$ cat src/rtl/snake_pkg.sv
// Shared definitions for the snake game sequencer: state encoding and score width.
`default_nettype none

package snake_pkg;

  localparam int SCORE_W       = 4;
  localparam int WIN_SCORE_DEF = 15;

  localparam logic [2:0] ST_IDLE    = 3'd0;
  localparam logic [2:0] ST_PLAY    = 3'd1;
  localparam logic [2:0] ST_STEP    = 3'd2;
  localparam logic [2:0] ST_CHECK   = 3'd3;
  localparam logic [2:0] ST_OVER    = 3'd4;
  localparam logic [2:0] ST_WIN     = 3'd5;
  localparam logic [2:0] ST_RESTART = 3'd6;

  typedef enum logic [2:0] {
    S_IDLE    = ST_IDLE,
    S_PLAY    = ST_PLAY,
    S_STEP    = ST_STEP,
    S_CHECK   = ST_CHECK,
    S_OVER    = ST_OVER,
    S_WIN     = ST_WIN,
    S_RESTART = ST_RESTART
  } state_e;

endpackage

`default_nettype wire

$ cat src/rtl/step_timer.sv
// Loadable down-counter that times the gap between snake movement steps.
`default_nettype none

module step_timer #(
  parameter int W = 8
) (
  input  logic         clk,
  input  logic         rst_n,
  input  logic         load,
  input  logic [W-1:0] load_val,
  input  logic         en,
  output logic         zero
);

  logic [W-1:0] count_q, count_d;

  // Load wins over enable; the count parks at zero instead of wrapping.
  always_comb begin
    count_d = count_q;
    if (load) begin
      count_d = load_val;
    end else if (en && (count_q != '0)) begin
      count_d = count_q - W'(1);
    end
  end

  always_ff @(posedge clk or negedge rst_n) begin
    if (!rst_n) begin
      count_q <= '0;
    end else begin
      count_q <= count_d;
    end
  end

  assign zero = (count_q == '0);

endmodule

`default_nettype wire

$ cat src/rtl/game_controller.sv
// Snake game sequencer: owns game state, paces movement steps by score and
// handshakes each step with the collision checker.
`default_nettype none

module game_controller
  import snake_pkg::*;
#(
  parameter int BASE_PERIOD   = 6_500_000,
  parameter int SPEEDUP       = 325_000,
  parameter int MIN_PERIOD    = 1_625_000,
  parameter int WIN_SCORE     = WIN_SCORE_DEF,
  parameter int CHECK_TIMEOUT = 255
) (
  input  logic               pclk,
  input  logic               rst_n,
  input  logic               start,
  input  logic               pause,
  input  logic [SCORE_W-1:0] score,
  input  logic               check_done,
  input  logic               collision,
  output logic               step,
  output logic               check_req,
  output logic               game_rst,
  output logic               playing,
  output logic               game_over,
  output logic               victory,
  output logic               fault,
  output logic [2:0]         state
);

  localparam int CW = $clog2(BASE_PERIOD + 1);
  // Extra headroom so score*SPEEDUP + MIN_PERIOD cannot overflow the compare.
  localparam int PW = CW + SCORE_W + 1;
  localparam int TW = $clog2(CHECK_TIMEOUT + 1);

  localparam logic [TW-1:0]      TO_LAST = TW'(CHECK_TIMEOUT - 1);
  localparam logic [SCORE_W-1:0] WIN_S   = SCORE_W'(WIN_SCORE);

  state_e        state_q, state_d;
  logic          start_q;
  logic [TW-1:0] to_q, to_d;
  logic          step_q, step_d;
  logic          check_req_q, check_req_d;
  logic          game_rst_q, game_rst_d;
  logic          playing_q, playing_d;
  logic          game_over_q, game_over_d;
  logic          victory_q, victory_d;
  logic          fault_q, fault_d;

  logic          start_rise;
  logic          timer_load, timer_en, timer_zero;
  logic [PW-1:0] dec;
  logic [CW-1:0] period, load_val;

  assign start_rise = start & ~start_q;

  always_comb begin
    dec = PW'(score) * PW'(SPEEDUP);
    if ((dec + PW'(MIN_PERIOD)) > PW'(BASE_PERIOD)) begin
      period = CW'(MIN_PERIOD);
    end else begin
      period = CW'(PW'(BASE_PERIOD) - dec);
    end
  end

  assign load_val = period - CW'(1);

  step_timer #(.W(CW)) u_step_timer (
    .clk      (pclk),
    .rst_n    (rst_n),
    .load     (timer_load),
    .load_val (load_val),
    .en       (timer_en),
    .zero     (timer_zero)
  );

  always_comb begin
    state_d    = state_q;
    to_d       = to_q;
    fault_d    = fault_q;
    timer_load = 1'b0;
    timer_en   = 1'b0;
    case (state_q)
      S_IDLE: begin
        if (start_rise) begin
          state_d    = S_PLAY;
          timer_load = 1'b1;
        end
      end
      S_PLAY: begin
        if (!pause) begin
          if (timer_zero) state_d = S_STEP;
          else            timer_en = 1'b1;
        end
      end
      S_STEP: begin
        state_d = S_CHECK;
        to_d    = '0;
      end
      S_CHECK: begin
        if (check_done) begin
          if (collision) begin
            state_d = S_OVER;
          end else if (score >= WIN_S) begin
            state_d = S_WIN;
          end else begin
            state_d    = S_PLAY;
            timer_load = 1'b1;
          end
        end else if (to_q == TO_LAST) begin
          state_d = S_OVER;
          fault_d = 1'b1;
        end else begin
          to_d = to_q + TW'(1);
        end
      end
      S_OVER, S_WIN: begin
        if (start_rise) state_d = S_RESTART;
      end
      S_RESTART: begin
        state_d = S_IDLE;
        fault_d = 1'b0;
      end
      default: state_d = S_IDLE;
    endcase

    step_d      = (state_d == S_STEP);
    check_req_d = (state_d == S_CHECK);
    game_rst_d  = (state_d == S_RESTART);
    playing_d   = (state_d == S_PLAY) || (state_d == S_STEP) || (state_d == S_CHECK);
    game_over_d = (state_d == S_OVER);
    victory_d   = (state_d == S_WIN);
  end

  always_ff @(posedge pclk or negedge rst_n) begin
    if (!rst_n) begin
      state_q     <= S_IDLE;
      start_q     <= 1'b0;
      to_q        <= '0;
      step_q      <= 1'b0;
      check_req_q <= 1'b0;
      game_rst_q  <= 1'b0;
      playing_q   <= 1'b0;
      game_over_q <= 1'b0;
      victory_q   <= 1'b0;
      fault_q     <= 1'b0;
    end else begin
      state_q     <= state_d;
      start_q     <= start;
      to_q        <= to_d;
      step_q      <= step_d;
      check_req_q <= check_req_d;
      game_rst_q  <= game_rst_d;
      playing_q   <= playing_d;
      game_over_q <= game_over_d;
      victory_q   <= victory_d;
      fault_q     <= fault_d;
    end
  end

  assign step      = step_q;
  assign check_req = check_req_q;
  assign game_rst  = game_rst_q;
  assign playing   = playing_q;
  assign game_over = game_over_q;
  assign victory   = victory_q;
  assign fault     = fault_q;
  assign state     = state_q;

endmodule

`default_nettype wire

$ cat config.mk
export PLATFORM = sky130hd
export DESIGN_NAME = game_controller
export DESIGN_NICKNAME = d
export VERILOG_FILES = /design/src/rtl/snake_pkg.sv /design/src/rtl/step_timer.sv /design/src/rtl/game_controller.sv
export SDC_FILE = /design/constraint.sdc
export NUM_CORES = 1
export LEC_CHECK = 0
export BUFFER_PORTS_ARGS = -buffer_cell sky130_fd_sc_hd__buf_2
export CORE_UTILIZATION = 45
export CTS_CLUSTER_DIAMETER = 60
export DETAILED_ROUTE_END_ITERATION = 16
export PLACE_DENSITY = 0.69
export RECOVER_POWER = 50
export SYNTH_ARGS = -nofsm -noshare
export SYNTH_HDL_FRONTEND = slang
export SYNTH_SLANG_ARGS = --single-unit
export TNS_END_PERCENT = 20
$ cat constraint.sdc
create_clock -name pclk -period 3.9 [get_ports pclk]
set_clock_uncertainty 0.1 [all_clocks]
set_input_delay 0.585 -clock pclk [delete_from_list [all_inputs] [get_ports pclk]]
set_output_delay 0.585 -clock pclk [all_outputs]
set_load 0.01 [all_outputs]
==> impl_metrics.py <==
metrics = {
    "timing": {
        "hold_viol_final": 0,
        "worst-slew-pin-transition_ns": 2.25,
        "setup_viol": 20,
        "rsz0062_at_grt": "true",
        "timing.final.ws_setup_ns": -0.785,
        "period_needed_ns": 4.68,
        "drv_slew": 43,
        "clock.fmax_ghz": 0.213,
        "min_period_over_period_pct": 120,
        "slew_headroom_pct": -50.0,
    },
    "global_routing": {
        "grt_max_degree": 43,
        "antenna_found_initial": 0,
        "gr-usage-all-layers_pct": 26.2,
        "grt_pass1_wl_um": 23000,
        "grt_remaining_overflow": 0,
        "grt_pass1_vias": 4998,
    },
    "synth": {
        "yosysSeqAreaShare_pct": 22.6,
        "yosys.area.top_type": "dfrtp_1",
        "async_reset_ff_share_pct": 100,
        "synth-main-ff-cell": "dfrtp_1",
        "ys_types": 78,
        "syn_nets": 613,
        "netlist.area_leader.share_pct": 22.6,
        "yosysWarnings": 0,
        "synth_area_leaders": "dfrtp_1 23%, ha_1 9.7%, xnor2_1 7.5%",
        "synth_edf_count": 0,
        "synth-seq-cells": 42,
        "netlist_instances": 565,
        "synth_area_um2": 4650,
        "avgSynthCellArea_um2": 8.24,
    },
    "worst_hold_path": {
        "hold_start": "start",
        "whs_endpoint": "start_q",
        "hp-class": "input port to flop",
        "worstHoldPathCells": 1,
    },
    "floorplan": {
        "die_w_um": 104,
        "die_y_um": 104,
        "start_util_pct": 47.0,
        "placementRows": 36,
        "coreArea_um2": 9910,
        "ios": 20,
        "dieArea_um2": 10800,
    },
    "pwr": {
        "power.density_nw_per_um2": 516,
        "internal-power_uw": 1900,
        "clkPwrFrac_pct": 8.1,
        "leakage_uw": 0.00284,
        "p_seq_share_pct": 21.6,
        "power_uw": 3460,
        "comb_power_share_pct": 70.3,
        "power.switching_uw": 1560,
        "ir_worst_vdd_mv": 0.321,
        "swShare_pct": 45.2,
    },
    "critical_path": {
        "crit_fanout": 8,
        "start_kind": "input port",
        "endpoint_kind": "flop",
        "critical_path_required_ns": 4.00,
        "r2r_setup_slack_ns": 0.55,
        "worst_r2r_path_depth": 13,
        "r2r-end": "u_step_timer.count_q[18]",
        "timing.rr.start": "start_q",
        "cp_data_arrival_time_ns": 4.78,
        "crit_type": "input port to flop",
    },
    "final_layout": {
        "mostFrequentLayoutCells": "150 x buf_4, 52 x nand2_1, 42 x dfrtp_1",
        "layout.nets": 774,
        "instances_no_fill": 860,
        "antennaDiodeCount": 0,
        "layout_commonest_cell": "buf_4",
        "nFillCells": 774,
        "drive_above_1_share_pct": 37.6,
        "syn2layout_area_growth_pct": 44.1,
    },
    "clock_tree": {
        "htree_levels": 2,
        "cts_sinks": 42,
        "cts.clk_slew.worst_paths_ns": 0.09,
        "cts_buffers": 5,
        "cts_root_buffer": "clkbuf_8",
        "cts_tree": "done",
        "clock_latency_ns": 0.30,
        "ctsLongestPathBuffers": 2,
    },
    "placement": {
        "numPortBuffers": 19,
        "dp_hpwl_um": 10800,
        "dp.cells": 844,
        "place_congestion": 0.956,
    },
    "flow_run": {
        "maxCapViolations": 1,
    },
    "drt": {
        "drt_wl_total_um": 14400,
        "vias": 4999,
        "vias_per_cell": 5.81,
        "drt-initial-drc-count": 217,
        "wl_per_cell_um": 16.7,
        "drcViolationCount": 0,
        "ant_nets": 0,
        "firstDrtPassIters": 5,
    },
    "run_status": {
        "violations": "max-capacitance violations, max-slew violations, negative setup slack",
        "status": "finished with violations",
    },
}
## worst max-delay path by stage
| stage | startpoint | to | slack (ns) | depth (start not counted) |
|---|---|---|---|---|
| floorplan | score[3] | u_step_timer.count_q[19] | -0.71 | 18 |
| global placement | score[3] | u_step_timer.count_q[22] | -1.05 | 18 |
| detailed placement | score[2] | u_step_timer.count_q[20] | -1.15 | 22 |
| CTS | score[3] | u_step_timer.count_q[22] | -0.69 | 18 |
| global route | score[3] | u_step_timer.count_q[22] | -0.94 | 18 |
| finish | score[3] | u_step_timer.count_q[18] | -0.78 | 18 |
## metrics by stage
step | hold slack, ns | util (%) | setup WS, ns | setup TNS (ns) | area (um^2)
final | 0.301 | 67.7 | -0.785 | -11.81 | 6710
after global routing | 0.287 | 67.7 | -0.941 | -14.37 | 6710
after detailed placement | 0.412 | 62.1 | -1.15 | -20.18 | 6150
after floorplan | 0.189 | - | -0.712 | -10.41 | 4850
after CTS | 0.298 | 64.6 | -0.686 | -10.64 | 6400
after global placement | 0.405 | 62.1 | -1.05 | -17.27 | 6150
## sequential cells by signal, indices dropped and copies added, names as in the netlist
name	cells
victory	1
playing	1
u_step_timer.count_q	23
check_req	1
to_q	8
game_over	1
fault	1
step	1
start_q	1
state	3
game_rst	1
## kinds of logic (layout without fill, tap and decap cells)
group                    count (synthesis)  in the layout  share of synthesized area, %
flip-flops                              42             42                          22.6
adder cells (fa/ha/maj)                 38             38                          10.5
AO/OA/AOI/OAI                          149            149                          23.3
multiplexers                             4              4                         0.887
AND/OR/NAND/NOR                        223            223                          25.7
buffers and inverters                   41            203                          3.68
XOR/XNOR                                68             68                          13.3
## power groups by stage
| stage | clock [uW] | sequential, uW | combinational [uW] |
|---|---|---|---|
| finish | 282 | 748 | 2430 |
| global placement | 0 | 736 | 2110 |
| detailed placement | 0 | 745 | 2170 |
| global route | 316 | 765 | 2610 |
| CTS | 284 | 738 | 2240 |
| floorplan | 0 | 705 | 1350 |
## synthesized netlist by cell type (4+ instances only)
cell type  instances
a211oi_1           9
a21o_1             9
a21oi_1           33
a22o_1             4
a311oi_1           4
a31oi_1            7
and2_1             6
and3_1             7
clkbuf_1          18
dfrtp_1           42
ha_1              36
inv_1             16
nand2_1           53
nand2b_1          15
nand3_1           12
nand4_1            8
nor2_1            39
nor2b_1            4
nor3_1            23
nor4_1            13
o211ai_1          10
o21a_1             5
o21ai_0           19
o21ai_1            8
o31ai_1            7
or3_1             13
xnor2_1           40
xor2_1            25
## critical path, cell delays in order
cell	delay, ns
buf_12	0.11
fa_1	0.58
xor2_1	0.18
ha_1	0.28
ha_4	0.24
a21o_1	0.19
a21o_1	0.16
a22o_1	0.19
or3_4	0.39
and2_4	0.18
o32ai_4	0.30
a311oi_4	0.16
buf_6	0.19
o31ai_4	0.26
o211ai_1	0.25
o21ai_0	0.25
o211ai_1	0.13
o21a_1	0.14
## area by class of cell
type / instances / area (um^2) / share of cell area [%]
sequential: 42 / 1050 / 15.7
timing repair buffer: 178 / 1380 / 20.6
clock buffer: 6 / 72.6 / 1.08
inverter: 17 / 68.8 / 1.03
multi-input combinational: 482 / 3960 / 59.0
tap: 133 / 166 / 2.48
clock inverter: 2 / 13.8 / 0.205
## repair_timing
action | CTS | global route
setup endpoints to repair | 20 | 20
pin swaps | 8 | 20
resized for setup | 32 | 48
buffers inserted | 1 | 7
hold buffers | 0 | 0
## layer usage
metal	wire length, um	up-vias	GRT usage, %
li1	-	2389	-
met1	5730	2397	29.2
met2	7460	177	48.9
met3	809	36	4.66
met4	396	0	10.9
met5	0	-	0
(Power assumes the default switching activity.)
